--- src/rtl/tinker_fetch_unit.sv ---
// Instruction fetch front end: fetch PC, credit-limited memory requests, in-order response buffer.
// Request-to-inst_valid latency is memory latency + 1; credits cap buffered plus in-flight words at DEPTH.

// Generic FIFO with synchronous flush; the caller guarantees no push when full and no pop when empty.
// Head data is read combinationally from registers; simultaneous push and pop on a full FIFO is legal.
module tinker_fifo #(
  parameter int W     = 32,
  parameter int DEPTH = 2,
  parameter int CNT_W = $clog2(DEPTH + 1)
) (
  input  logic             clk,
  input  logic             reset,
  input  logic             flush,
  input  logic             push,
  input  logic [W-1:0]     push_dat,
  input  logic             pop,
  output logic [W-1:0]     pop_dat,
  output logic [CNT_W-1:0] count
);
  localparam int PTR_W = $clog2(DEPTH);

  logic [W-1:0]     mem_q [DEPTH];
  logic [W-1:0]     mem_d [DEPTH];
  logic [PTR_W-1:0] wr_ptr_q, wr_ptr_d;
  logic [PTR_W-1:0] rd_ptr_q, rd_ptr_d;
  logic [CNT_W-1:0] count_q, count_d;

  function automatic logic [PTR_W-1:0] ptr_inc(input logic [PTR_W-1:0] p);
    return (p == PTR_W'(DEPTH - 1)) ? '0 : p + PTR_W'(1);
  endfunction

  always_comb begin
    mem_d    = mem_q;
    wr_ptr_d = wr_ptr_q;
    rd_ptr_d = rd_ptr_q;
    count_d  = count_q;
    if (flush) begin
      wr_ptr_d = '0;
      rd_ptr_d = '0;
      count_d  = '0;
    end else begin
      if (push) begin
        mem_d[wr_ptr_q] = push_dat;
        wr_ptr_d        = ptr_inc(wr_ptr_q);
      end
      if (pop) begin
        rd_ptr_d = ptr_inc(rd_ptr_q);
      end
      count_d = count_q + CNT_W'(push) - CNT_W'(pop);
    end
  end

  always_ff @(posedge clk) begin
    if (reset) begin
      for (int i = 0; i < DEPTH; i++) mem_q[i] <= '0;
      wr_ptr_q <= '0;
      rd_ptr_q <= '0;
      count_q  <= '0;
    end else begin
      mem_q    <= mem_d;
      wr_ptr_q <= wr_ptr_d;
      rd_ptr_q <= rd_ptr_d;
      count_q  <= count_d;
    end
  end

  assign pop_dat = mem_q[rd_ptr_q];
  assign count   = count_q;
endmodule

module tinker_fetch_unit #(
  parameter int              ADDR_W   = 64,
  parameter logic [ADDR_W-1:0] RESET_PC = 64'h2000,
  parameter int              DEPTH    = 2
) (
  input  logic              clk,
  input  logic              reset,
  output logic              mem_req_valid,
  input  logic              mem_req_ready,
  output logic [ADDR_W-1:0] mem_req_addr,
  input  logic              mem_resp_valid,
  input  logic [31:0]       mem_resp_data,
  output logic              inst_valid,
  input  logic              inst_ready,
  output logic [31:0]       instruction,
  output logic [ADDR_W-1:0] inst_pc,
  input  logic              redirect_valid,
  input  logic [ADDR_W-1:0] redirect_pc
);
  localparam int CNT_W = $clog2(DEPTH + 1);
  localparam int SUM_W = CNT_W + 1;

  logic [ADDR_W-1:0]      fetch_pc_q, fetch_pc_d;
  logic [CNT_W-1:0]       drop_q, drop_d;
  logic [CNT_W-1:0]       count;
  logic [CNT_W-1:0]       outstanding;
  logic [ADDR_W-1:0]      resp_pc;
  logic [32+ADDR_W-1:0]   buf_dat;
  logic                   credit_ok;
  logic                   req_fire;
  logic                   resp_ok;
  logic                   resp_keep;
  logic                   pop_fire;

  assign credit_ok     = ({1'b0, count} + {1'b0, outstanding}) < SUM_W'(DEPTH);
  assign mem_req_valid = !reset && !redirect_valid && credit_ok;
  assign mem_req_addr  = fetch_pc_q;
  assign req_fire      = mem_req_valid && mem_req_ready;

  // A response with nothing outstanding is a protocol error and is ignored.
  assign resp_ok   = !reset && mem_resp_valid && (outstanding != '0);
  assign resp_keep = resp_ok && (drop_q == '0);

  assign inst_valid = (count != '0);
  assign pop_fire   = inst_valid && inst_ready && !redirect_valid;

  // Issue addresses of in-flight requests; its occupancy is the outstanding count.
  tinker_fifo #(.W(ADDR_W), .DEPTH(DEPTH), .CNT_W(CNT_W)) u_pc_fifo (
    .clk      (clk),
    .reset    (reset),
    .flush    (1'b0),
    .push     (req_fire),
    .push_dat (fetch_pc_q),
    .pop      (resp_ok),
    .pop_dat  (resp_pc),
    .count    (outstanding)
  );

  // Redirect flushes the buffer; a same-cycle kept response is stale and is flushed with it.
  tinker_fifo #(.W(32 + ADDR_W), .DEPTH(DEPTH), .CNT_W(CNT_W)) u_inst_fifo (
    .clk      (clk),
    .reset    (reset),
    .flush    (redirect_valid),
    .push     (resp_keep),
    .push_dat ({mem_resp_data, resp_pc}),
    .pop      (pop_fire),
    .pop_dat  (buf_dat),
    .count    (count)
  );

  assign instruction = buf_dat[32+ADDR_W-1:ADDR_W];
  assign inst_pc     = buf_dat[ADDR_W-1:0];

  always_comb begin
    fetch_pc_d = fetch_pc_q;
    drop_d     = drop_q;
    if (resp_ok && (drop_q != '0)) begin
      drop_d = drop_q - CNT_W'(1);
    end
    if (req_fire) begin
      fetch_pc_d = fetch_pc_q + ADDR_W'(4);
    end
    if (redirect_valid) begin
      fetch_pc_d = redirect_pc & ~ADDR_W'(3);
      drop_d     = outstanding - CNT_W'(resp_ok);
    end
  end

  always_ff @(posedge clk) begin
    if (reset) begin
      fetch_pc_q <= RESET_PC;
      drop_q     <= '0;
    end else begin
      fetch_pc_q <= fetch_pc_d;
      drop_q     <= drop_d;
    end
  end

  resp_has_credit: assert property (@(posedge clk) disable iff (reset)
    mem_resp_valid |-> (outstanding != '0));
  credit_bound: assert property (@(posedge clk) disable iff (reset)
    ({1'b0, count} + {1'b0, outstanding}) <= SUM_W'(DEPTH));
  drop_bound: assert property (@(posedge clk) disable iff (reset)
    drop_q <= outstanding);
endmodule

--- config.mk ---
export PLATFORM = sky130hd
export DESIGN_NAME = tinker_fetch_unit
export DESIGN_NICKNAME = d
export VERILOG_FILES = /design/src/rtl/tinker_fetch_unit.sv
export SDC_FILE = /design/constraint.sdc
export NUM_CORES = 1
export LEC_CHECK = 0
export BUFFER_PORTS_ARGS = -buffer_cell sky130_fd_sc_hd__buf_2
export CAP_MARGIN = 10
export CORE_UTILIZATION = 40
export DETAILED_ROUTE_END_ITERATION = 16
export PLACE_DENSITY = 0.71
export SYNTH_ARGS = -nofsm -noshare
export SYNTH_HDL_FRONTEND = slang
export SYNTH_SLANG_ARGS = --single-unit
--- constraint.sdc ---
create_clock -name clk -period 3.7 [get_ports clk]
set_input_delay 0.555 -clock clk [delete_from_list [all_inputs] [get_ports clk]]
set_output_delay 0.555 -clock clk [all_outputs]
set_load 0.03 [all_outputs]
==> metrics list <==
- Commonest cells in the netlist: sky130_fd_sc_hd__nand2_1 (424), sky130_fd_sc_hd__dfxtp_1 (384), sky130_fd_sc_hd__a21oi_1 (215)
* MaxCap Viol Count: 0
- Layout cell share with drive strength beyond 1: 22.2%
- Clock-pin slew reported for the worst setup and hold paths after clock tree synthesis: 0.06 ns
* Final-report max-slew violation count: 0
- Across the VDD grid, the largest voltage drop is 0.267 mV.
- Placed Cells incl. Taps: 2583
- Crit path cell chain: inv_1, nor2_1, fa_1, nor3b_2, buf_4, nand2_1, nor3_1, buf_4, nand4_1, mux2_2, a21oi_1
- 264 I/O pins were placed.
- Overflow left after global routing: 0
- DP Worst Slack: 0.680 ns
- The detail route stage leaves a number of antenna-violating nets equal to 0.
- Required time of the worst setup path: 4.17 ns
- Post-synth EDFFs: 0
* Number of optimization iterations in the first detailed-route pass: 6
- Across every metal layer, demand over resource in global routing totals 22.5%.
- Clock latency on the worst-skew pair, taken at its later pin, is 0.57 ns.
* Height of the die: 204 um
* Cell area after layout: 0.0193 mm2
- In this run the mean area of a mapped cell was 8.47 um2.
- PnR worst setup slack: 0.662 ns
- Final critical delay including setup and external delays: 3.04 ns
- Of the total synthesized cell area, the portion taken by full adders, half adders and majority gates is 0.504%.
- CTS tree: built
- In this design, the stage delay of the slowest critical-path cell is 0.58 ns.
- Setup repair after global routing left no endpoint under its margin.
- Count leader, synth: sky130_fd_sc_hd__nand2_1
* Share of flip-flops with an asynchronous set or reset after synthesis: 0%
* Post-CTS setup repair buffer count: 0
- Number of antenna violations at the first check in global routing: 5
- Entering global routing, the biggest net connects 111 pins.
- In the finished design, the share of the clock period the worst path needs comes to 82.1%.
* Post-synthesis register bit count: 384
- In this run, post-CTS repair resized a total of 0 instances.
* Static Leak: 7.02 nW
- Avg Vias per Cell: 5.42
* Routed length per placed instance: 18.2 um
- Post-synth top area share: 46.9%
- Leading cell types by total area after synthesis: sky130_fd_sc_hd__dfxtp_1 (47%), sky130_fd_sc_hd__nand2_1 (9.7%), sky130_fd_sc_hd__a211oi_1 (6.6%)
- DRT iter0 DRCs: 984
- Number of vias after detailed routing: 14.4k
* Data arrival time of the worst path: 3.51 ns
- Slew @ Worst Pin: 1.09 ns
- Max frequency: 0.329 GHz
- Fraction of the mapped netlist area in compound gates: 14.3%
- Global-route wire length before repair: 74200 um
- Standard cell area after detailed placement: 0.0180 mm2
* Clock Tree Buf Depth: 3
- Max H-tree Level: 2
- After synthesis, the largest family of logic cells by area is simple AND/OR/NAND/NOR gates.
* Final layout net count: 2209
- Among all stages on the critical path, the largest delay is contributed by sky130_fd_sc_hd__nor3_1.
- Combined area of all synthesized cells: 0.0164 mm2
* Crit path kind: reg -> reg
- Area added between synthesis and finish: 17.8%
- Total of buffers placed on input and output ports: 257
- Setup violations remaining at the end of the flow were counted as 0.
- Critical path fanouts, max: 14
* Final non-filler cell total: 2658
- Placeable core region: 0.0401 mm2
- Critical path endpoint category: register
- Proportion of synthesized area in mux cells: 11.2%
* Initial Utilization: 40.9%
- The most numerous cell type found on the critical path is sky130_fd_sc_hd__buf_4.
* Setup TNS: 0 ns
- Clock skew on the completed layout was measured at 0.0274 ns.
- The final layout contains routed wiring with a total length of 48300 um.
* CP Launch Type: register
* Width of the die: 204 um
- Type of the tightest min-delay check: in -> reg
* Synth Area in XOR/XNOR: 2.94%
- Detail Placement HPWL: 31600 um
- In the routed design, unresolved DRC markers number 0.
- Worst slew slack as a fraction of its limit: 27.3%
- sky130_fd_sc_hd__dfxtp_1 takes more of the synthesized area than any other cell.
- For this design the ratio of total power to cell area is 473 mW/mm2.
- Row count: 73
- Primary FF master, synth: sky130_fd_sc_hd__dfxtp_1
- The run finished with clean final reports.
* Distinct cell type count after synthesis: 52
- The tree is rooted in a sky130_fd_sc_hd__clkbuf_16.
* Synth Warn #: 0
- After synthesis, flip-flops and latches occupy 46.9% of the total area.
- For this design, the sink count on the clock tree is 384.
- Total Die Area: 0.0418 mm2
- Routability-driven placement finished with a final weighted congestion of 0.811.
- Number of global-route vias before repair: 13.7k
* Synthesized instance count: 1933
- In this run, post-CTS hold repair placed 0 buffers.
- The number of failing hold endpoints at the final stage is 0.
- The synthesized netlist devotes 19.9% of its cell area to simple gates.
- Number of buffers added by the clock tree synthesis step: 41
registers in the layout (all words and copies together), names as in the netlist:
signal	cells
mem_req_addr	62
u_inst_fifo.mem_q	188
u_pc_fifo.rd_ptr_q	1
u_pc_fifo.count	2
u_inst_fifo.rd_ptr_q	1
u_inst_fifo.count	2
u_pc_fifo.mem_q	124
u_pc_fifo.wr_ptr_q	1
u_inst_fifo.wr_ptr_q	1
drop_q	2
layout make-up:
| type | count | area (um2) |
|---|---|---|
| multi-input combinational | 1379 | 8030 |
| sequential | 384 | 7690 |
| antenna | 5 | 12.5 |
| timing repair buffer | 287 | 1570 |
| inverter | 8 | 30.0 |
| fill | 3815 | 20800 |
| tap | 525 | 657 |
| clock buffer | 57 | 1180 |
| clock inverter | 13 | 129 |
metrics by stage:
stage	hold slack [ns]	util, %	total power [mW]
global placement	0.438	44.8	5.17
floorplan	0.433	-	4.92
global route	0.223	48.1	9.46
CTS	0.201	48.1	9.21
finish	0.229	48.1	9.13
detailed placement	0.444	44.8	5.19
cell usage in the layout, fill, tap and decap left out, types with 6 or more instances in the layout:
| cell type | n |
|---|---|
| sky130_fd_sc_hd__and3_1 | 11 |
| sky130_fd_sc_hd__nand3_1 | 19 |
| sky130_fd_sc_hd__and2_1 | 7 |
| sky130_fd_sc_hd__nor4_1 | 10 |
| sky130_fd_sc_hd__nand2_1 | 423 |
| sky130_fd_sc_hd__clkinv_2 | 6 |
| sky130_fd_sc_hd__nand4_1 | 30 |
| sky130_fd_sc_hd__clkbuf_8 | 9 |
| sky130_fd_sc_hd__nor3_1 | 19 |
| sky130_fd_sc_hd__clkbuf_16 | 41 |
| sky130_fd_sc_hd__buf_2 | 256 |
| sky130_fd_sc_hd__a21oi_1 | 215 |
| sky130_fd_sc_hd__xor2_1 | 29 |
| sky130_fd_sc_hd__and4_1 | 8 |
| sky130_fd_sc_hd__buf_4 | 26 |
| sky130_fd_sc_hd__mux2i_1 | 75 |
| sky130_fd_sc_hd__a211oi_1 | 145 |
| sky130_fd_sc_hd__clkbuf_1 | 7 |
| sky130_fd_sc_hd__mux2_2 | 96 |
| sky130_fd_sc_hd__xnor2_1 | 26 |
| sky130_fd_sc_hd__nor2_1 | 195 |
| sky130_fd_sc_hd__dfxtp_1 | 382 |
| sky130_fd_sc_hd__inv_1 | 7 |
worst max-delay path: cells and delay by family (launching register included):
family                   cells  cell delay (ns)
AND/OR/NAND/NOR              5             1.23
buffers and inverters        3             0.50
adder cells (fa/ha/maj)      1             0.47
flip-flops                   1             0.32
multiplexers                 1             0.29
AO/OA/AOI/OAI                1             0.13
where the power goes:
part           switching (mW)  leakage (nW)  internal, mW
registers               0.145          3.11          4.22
logic                   0.481          3.27         0.251
clock network            1.67         0.644          2.35
worst paths after layout:
path / endpoint / slack, ns / from / cells past startpoint
setup / recovery: mem_req_addr[14] / 0.66 / u_pc_fifo.count[0] / 11
hold reg to reg: u_inst_fifo.mem_q[165] / 0.45 / u_inst_fifo.mem_q[165] / 2
hold / removal: mem_req_addr[25] / 0.23 / redirect_pc[25] / 3
setup reg to reg: mem_req_addr[14] / 0.66 / u_pc_fifo.count[0] / 11
per-layer routing:
layer / vias up / global-route usage, % / share of wire (%)
met1: 6833 / 28.6 / 43
met2: 470 / 36.5 / 46
met5: - / 0 / 0
met3: 117 / 4.80 / 6.8
li1: 6994 / - / -
met4: 0 / 10.1 / 4.0
cell families after synthesis:
logic type,after synthesis
xor+xnor,55
flops,384
simple gates,759
mux,171
buf+inv,173
fa+ha+maj,6
other cells,1
compound gates,384
(Power assumes the default switching activity.)
